==> src/rtl/pipeline_ctrl_if.sv <==
// Bundle of hazard/redirect requests into the stall sequencer and the
// pipeline-register controls it returns.
interface pipeline_ctrl_if;
    logic        lu_hazard;
    logic        ex_muldiv;
    logic        branch_taken;
    logic        mem_req;
    logic        mem_ack;
    logic        pc_write;
    logic        if_id_write;
    logic        id_ex_write;
    logic        ex_mem_write;
    logic        if_id_flush;
    logic        id_ex_flush;
    logic        ex_mem_bubble;
    logic [1:0]  state_o;
    logic [15:0] stall_cnt;

    modport master (
        output lu_hazard, ex_muldiv, branch_taken, mem_req, mem_ack,
        input  pc_write, if_id_write, id_ex_write, ex_mem_write,
               if_id_flush, id_ex_flush, ex_mem_bubble, state_o, stall_cnt
    );

    modport slave (
        input  lu_hazard, ex_muldiv, branch_taken, mem_req, mem_ack,
        output pc_write, if_id_write, id_ex_write, ex_mem_write,
               if_id_flush, id_ex_flush, ex_mem_bubble, state_o, stall_cnt
    );
endinterface

==> src/rtl/pipeline_ctrl.sv <==
// Stall/flush sequencer for the 5-stage pipeline: memory wait > mul/div > branch > load-use.
// Controls are Mealy (same cycle); memory wait freezes every stage until mem_ack.
module pipeline_ctrl #(
    parameter int MULDIV_LAT = 4,
    parameter int CNT_W      = 3
) (
    input  logic             clk,
    input  logic             rst,
    pipeline_ctrl_if.slave   bus
);
    typedef enum logic [1:0] {
        RUN      = 2'd0,
        MEM_WAIT = 2'd1,
        MULDIV   = 2'd2
    } state_t;

    state_t             state_q, state_d;
    logic [CNT_W-1:0]   cnt_q, cnt_d;
    logic [15:0]        stall_cnt_q, stall_cnt_d;

    logic pc_write, if_id_write, id_ex_write, ex_mem_write;
    logic if_id_flush, id_ex_flush, ex_mem_bubble;
    logic eval_run;

    always_ff @(posedge clk or posedge rst) begin
        if (rst) begin
            state_q     <= RUN;
            cnt_q       <= '0;
            stall_cnt_q <= '0;
        end else begin
            state_q     <= state_d;
            cnt_q       <= cnt_d;
            stall_cnt_q <= stall_cnt_d;
        end
    end

    always_comb begin
        state_d       = state_q;
        cnt_d         = cnt_q;
        pc_write      = 1'b1;
        if_id_write   = 1'b1;
        id_ex_write   = 1'b1;
        ex_mem_write  = 1'b1;
        if_id_flush   = 1'b0;
        id_ex_flush   = 1'b0;
        ex_mem_bubble = 1'b0;
        eval_run      = 1'b0;

        case (state_q)
            RUN: begin
                if (bus.mem_req && !bus.mem_ack) begin
                    pc_write     = 1'b0;
                    if_id_write  = 1'b0;
                    id_ex_write  = 1'b0;
                    ex_mem_write = 1'b0;
                    state_d      = MEM_WAIT;
                end else begin
                    eval_run = 1'b1;
                end
            end
            MEM_WAIT: begin
                if (!bus.mem_ack) begin
                    pc_write     = 1'b0;
                    if_id_write  = 1'b0;
                    id_ex_write  = 1'b0;
                    ex_mem_write = 1'b0;
                end else begin
                    eval_run = 1'b1;
                end
            end
            MULDIV: begin
                if (cnt_q > CNT_W'(1)) begin
                    pc_write      = 1'b0;
                    if_id_write   = 1'b0;
                    id_ex_write   = 1'b0;
                    ex_mem_bubble = 1'b1;
                    cnt_d         = cnt_q - CNT_W'(1);
                end else begin
                    cnt_d   = '0;
                    state_d = RUN;
                end
            end
            default: state_d = RUN;
        endcase

        // Shared by RUN and the ack cycle of MEM_WAIT.
        if (eval_run) begin
            state_d = RUN;
            if (bus.ex_muldiv) begin
                pc_write      = 1'b0;
                if_id_write   = 1'b0;
                id_ex_write   = 1'b0;
                ex_mem_bubble = 1'b1;
                cnt_d         = CNT_W'(MULDIV_LAT - 1);
                state_d       = MULDIV;
            end else if (bus.branch_taken) begin
                if_id_flush = 1'b1;
                id_ex_flush = 1'b1;
            end else if (bus.lu_hazard) begin
                pc_write    = 1'b0;
                if_id_write = 1'b0;
                id_ex_flush = 1'b1;
            end
        end

        stall_cnt_d = stall_cnt_q;
        if (!pc_write && stall_cnt_q != 16'hFFFF)
            stall_cnt_d = stall_cnt_q + 16'd1;

        // Reset forces every control low without waiting for an edge.
        if (rst) begin
            pc_write      = 1'b0;
            if_id_write   = 1'b0;
            id_ex_write   = 1'b0;
            ex_mem_write  = 1'b0;
            if_id_flush   = 1'b0;
            id_ex_flush   = 1'b0;
            ex_mem_bubble = 1'b0;
        end
    end

    assign bus.pc_write      = pc_write;
    assign bus.if_id_write   = if_id_write;
    assign bus.id_ex_write   = id_ex_write;
    assign bus.ex_mem_write  = ex_mem_write;
    assign bus.if_id_flush   = if_id_flush;
    assign bus.id_ex_flush   = id_ex_flush;
    assign bus.ex_mem_bubble = ex_mem_bubble;
    assign bus.state_o       = state_q;
    assign bus.stall_cnt     = stall_cnt_q;
endmodule

==> src/flat_wrapper.sv <==
// flat-port wrapper written by rule: the top's interface ports become plain ports
module pipeline_ctrl_flat 
#(
    parameter int MULDIV_LAT = 4,
    parameter int CNT_W      = 3
)
  (clk, rst, bus_lu_hazard, bus_ex_muldiv, bus_branch_taken, bus_mem_req, bus_mem_ack, bus_pc_write, bus_if_id_write, bus_id_ex_write, bus_ex_mem_write, bus_if_id_flush, bus_id_ex_flush, bus_ex_mem_bubble, bus_state_o, bus_stall_cnt);
  pipeline_ctrl_if bus_i ();
  input  logic clk;
  input  logic rst;
  input wire logic [$bits(bus_i.lu_hazard)-1:0] bus_lu_hazard;
  input wire logic [$bits(bus_i.ex_muldiv)-1:0] bus_ex_muldiv;
  input wire logic [$bits(bus_i.branch_taken)-1:0] bus_branch_taken;
  input wire logic [$bits(bus_i.mem_req)-1:0] bus_mem_req;
  input wire logic [$bits(bus_i.mem_ack)-1:0] bus_mem_ack;
  output wire logic [$bits(bus_i.pc_write)-1:0] bus_pc_write;
  output wire logic [$bits(bus_i.if_id_write)-1:0] bus_if_id_write;
  output wire logic [$bits(bus_i.id_ex_write)-1:0] bus_id_ex_write;
  output wire logic [$bits(bus_i.ex_mem_write)-1:0] bus_ex_mem_write;
  output wire logic [$bits(bus_i.if_id_flush)-1:0] bus_if_id_flush;
  output wire logic [$bits(bus_i.id_ex_flush)-1:0] bus_id_ex_flush;
  output wire logic [$bits(bus_i.ex_mem_bubble)-1:0] bus_ex_mem_bubble;
  output wire logic [$bits(bus_i.state_o)-1:0] bus_state_o;
  output wire logic [$bits(bus_i.stall_cnt)-1:0] bus_stall_cnt;
  assign bus_i.lu_hazard = bus_lu_hazard;
  assign bus_i.ex_muldiv = bus_ex_muldiv;
  assign bus_i.branch_taken = bus_branch_taken;
  assign bus_i.mem_req = bus_mem_req;
  assign bus_i.mem_ack = bus_mem_ack;
  assign bus_pc_write = bus_i.pc_write;
  assign bus_if_id_write = bus_i.if_id_write;
  assign bus_id_ex_write = bus_i.id_ex_write;
  assign bus_ex_mem_write = bus_i.ex_mem_write;
  assign bus_if_id_flush = bus_i.if_id_flush;
  assign bus_id_ex_flush = bus_i.id_ex_flush;
  assign bus_ex_mem_bubble = bus_i.ex_mem_bubble;
  assign bus_state_o = bus_i.state_o;
  assign bus_stall_cnt = bus_i.stall_cnt;
  pipeline_ctrl #(.MULDIV_LAT(MULDIV_LAT), .CNT_W(CNT_W)) u_core (.clk(clk), .rst(rst), .bus(bus_i));
endmodule
==> config.mk <==
export PLATFORM = sky130hd
export DESIGN_NAME = pipeline_ctrl_flat
export DESIGN_NICKNAME = d
export VERILOG_FILES = /design/src/rtl/pipeline_ctrl_if.sv /design/src/rtl/pipeline_ctrl.sv /design/src/flat_wrapper.sv
export SDC_FILE = /design/constraint.sdc
export NUM_CORES = 1
export LEC_CHECK = 0
export BUFFER_PORTS_ARGS = -buffer_cell sky130_fd_sc_hd__buf_4
export CORE_MARGIN = 2
export CORE_UTILIZATION = 49
export CTS_BUF_LIST = sky130_fd_sc_hd__clkbuf_8
export CTS_CLUSTER_DIAMETER = 120
export DETAILED_ROUTE_END_ITERATION = 7
export GPL_TIMING_DRIVEN = 0
export HOLD_SLACK_MARGIN = 0.05
export PLACE_DENSITY = 0.76
export SYNTH_ARGS = -nofsm -noshare
export SYNTH_HDL_FRONTEND = slang
export SYNTH_SLANG_ARGS = --single-unit
==> constraint.sdc <==
create_clock -name clk -period 1.9 [get_ports clk]
set_input_delay 0.38 -clock clk [delete_from_list [all_inputs] [get_ports clk]]
set_output_delay 0.38 -clock clk [all_outputs]
set_load 0.02 [all_outputs]
==> flow_summary.ini <==
[critical_path]
max_stage_delay_ns = 0.43
end_kind = primary output
cp-start-kind = flip-flop
crit_fanout = 3
worstPathArrival_ns = 1.61
path_cells = buf_6, o21bai_4, nand2_2, nand2_4, nand2_4, nor3_4, buf_4, buf_6
critPathKind = reg -> out
cp_slowest_cell = dfrtp_1
setup.worst_path.start = u_core.cnt_q[0]
required_ns = 1.52
timing.rr.start = u_core.cnt_q[0]

[floorplan]
core_mm2 = 0.00219
start_util_pct = 51.1
row_count = 17
die_x_um = 51.8
die_area_mm2 = 0.00268
ios = 32
fp.dieH_um = 51.8

[yosys]
ys_seq_area_share_pct = 47.0
syn_area_mm2 = 0.00112
synth_top_cell_by_area = dfrtp_1
synth-seq-cells = 21
ys_types = 29
synth_commonest_cells = 21 x dfrtp_1, 13 x nand2_1, 12 x xor2_1
async_flop_share_pct = 100
synth-main-ff-cell = dfrtp_1
synth_edf_count = 0
synth.top_cell.area_share_pct = 47.0
synth_most_common_cell = dfrtp_1
synthesis.nets = 122
ys_warn_count = 0
syn_inst = 112
syn_area_per_cell_um2 = 9.99
ys_top_cells_by_area = dfrtp_1 47%, xor2_1 9.4%, nand2_1 4.4%

[sta]
clock.fmax_ghz = 0.502
setup_violations = 10
tightest_slew_ns = 0.791
clock_skew_ns = 0.00752
post-route-period-util_pct = 105
hold_viol_final = 0
worst_slack_ns = -0.0925
max_slew_margin_pct = 47.2
slew_violations = 0
rsz0062_at_grt = true
post-route-min-period_ns = 1.99
hold_slack_ns = 0.317

[drt]
routedWlPerCell_um = 14.8
routed_wl_um = 2790
drc = 0
vias_per_cell = 5.52
drt_iter0_markers = 13
final_antenna_net_count = 0
route.vias.total = 1043
drt_first_pass_iters = 4

[global_routing]
use_met1_pct = 26.6
globalRouteTotalUtil_pct = 20.3
gr-usage-met2_pct = 32.9
antenna_found_initial = 0
grt_max_degree = 22
busiest_layer = met2
grt_pass1_vias = 862
grt_overflow_total = 0
met3_usage_pct = 3.16
grt_pass1_wl_um = 3980

[clock_tree]
postCtsHoldBufs = 0
cts_max_level = 1
clk_pin_slew_ns = 0.08
cts_tree = done
root_buffer = clkbuf_8
insertion_delay_ns = 0.26
cts_sinks = 21
cts_buffer_depth = 2
cts_made_buffers = 3

[pwr]
pwr-share-comb_pct = 57.0
p_leak_uw = 0.000811
p_sw_uw = 1040
switching_share_pct = 42.7
pwr-share-seq_pct = 31.2
power_density_mw_per_mm2 = 1470
p_int_uw = 1390
p_clk_share_pct = 11.9
max-vdd-ir-drop_mv = 1.18

[cells_and_area]
layout.nets = 172
nFillCells = 155
area_growth_pct = 48.3
drive_above_1_share_pct = 45.3
final_area_mm2 = 0.00166
diodes = 0
instances_no_fill = 189

[place]
dpl.hpwl_um = 1680
place_area_mm2 = 0.00140
pre_cts_slack_ns = -0.0382
placed_cells = 171
gp_congestion = 0.802
portBuffers = 31

[run_status]
outcome = finished, violations left
violations = negative setup slack

[run]
maxCapViolCount = 0

[worst_hold_path]
hold_path.class = in -> async
-- sequential cells by signal, indices dropped and copies added (netlist names) --
name / count
u_core.bus.stall_cnt: 16
u_core.bus.state_o: 2
u_core.cnt_q: 3
-- area by class of cell --
class / instances / area, um2 / area share (%)
clock inverter: 1 / 3.75 / 0.226
buffer: 1 / 7.51 / 0.452
inverter: 6 / 22.5 / 1.36
clock buffer: 3 / 41.3 / 2.49
timing repair buffer: 44 / 345 / 20.8
sequential: 21 / 527 / 31.7
tap: 28 / 35.0 / 2.11
multi-input combinational: 85 / 677 / 40.8
-- per-stage QoR --
step	power, uW	TNS, ns	util [%]
after detailed placement	1690	-0.0382	63.8
after global routing	2570	-1.63	75.7
after global placement	1650	0	63.8
after CTS	2250	-0.169	71.9
after floorplan	1360	-0.00624	-
final	2430	-0.510	75.7
-- power by group through the flow --
| stage | Combinational (uW) | Sequential (uW) | Clock, uW |
|---|---|---|---|
| after detailed placement | 934 | 752 | 0 |
| after global routing | 1480 | 777 | 314 |
| after global placement | 903 | 745 | 0 |
| after floorplan | 524 | 834 | 0 |
| final | 1390 | 758 | 288 |
| after CTS | 1210 | 746 | 294 |
-- cell usage in the layout (no fill, tap or decap), types with 4 or more instances in the layout --
cell and count:
xor2_1 12, inv_1 6, buf_6 4, nor3_1 5, buf_4 41, nor2_1 9
nand3_1 4, dfrtp_1 20, nand2_1 9
-- metal layers --
layer	vias up	wire length (um)
met5	-	0
met4	0	61
met3	6	99
met2	30	1400
met1	509	1240
li1	498	-
-- cell families after synthesis --
logic type | Yosys count | synth area share (%)
adders and majority gates | 3 | 3.36
DFF | 21 | 47.0
and+or+nand+nor | 50 | 21.9
AOI/OAI and AO/OA | 15 | 12.0
xor gates and xnor gates | 15 | 11.7
buffers and inverters | 7 | 2.68
muxes | 1 | 1.34
-- worst max-delay path, delay by kind of cell (launching register included) --
| kind | cells | cell delay [ns] |
|---|---|---|
| and+or+nand+nor | 4 | 0.42 |
| AOI/OAI and AO/OA | 1 | 0.13 |
| buffers and inverters | 3 | 0.37 |
| DFF | 1 | 0.43 |
-- repair_timing --
item                                    4_1_cts  5_1_grt
pin swaps                                     4        5
gates resized for setup                      12       13
gates cloned                                  0        1
setup buffers                                11        2
endpoints found under the setup margin        4       16
endpoints found under the hold margin         0        0
-- worst paths after layout --
| kind | cells after the start | endpoint | slack [ns] |
|---|---|---|---|
| worst min register to register | 1 | u_core.bus.stall_cnt[14] | 0.51 |
| min in group clk | 2 | u_core.cnt_q[2] | 0.35 |
| worst min-delay path | 2 | u_core.bus.stall_cnt[3] | 0.32 |
| worst max-delay path | 8 | bus_pc_write | -0.09 |
| max in group asynchronous | 2 | u_core.bus.state_o[1] | 1.04 |
| worst max register to register | 7 | u_core.bus.stall_cnt[9] | -0.09 |
No activity file was read; power rests on OpenSTA's default activity.
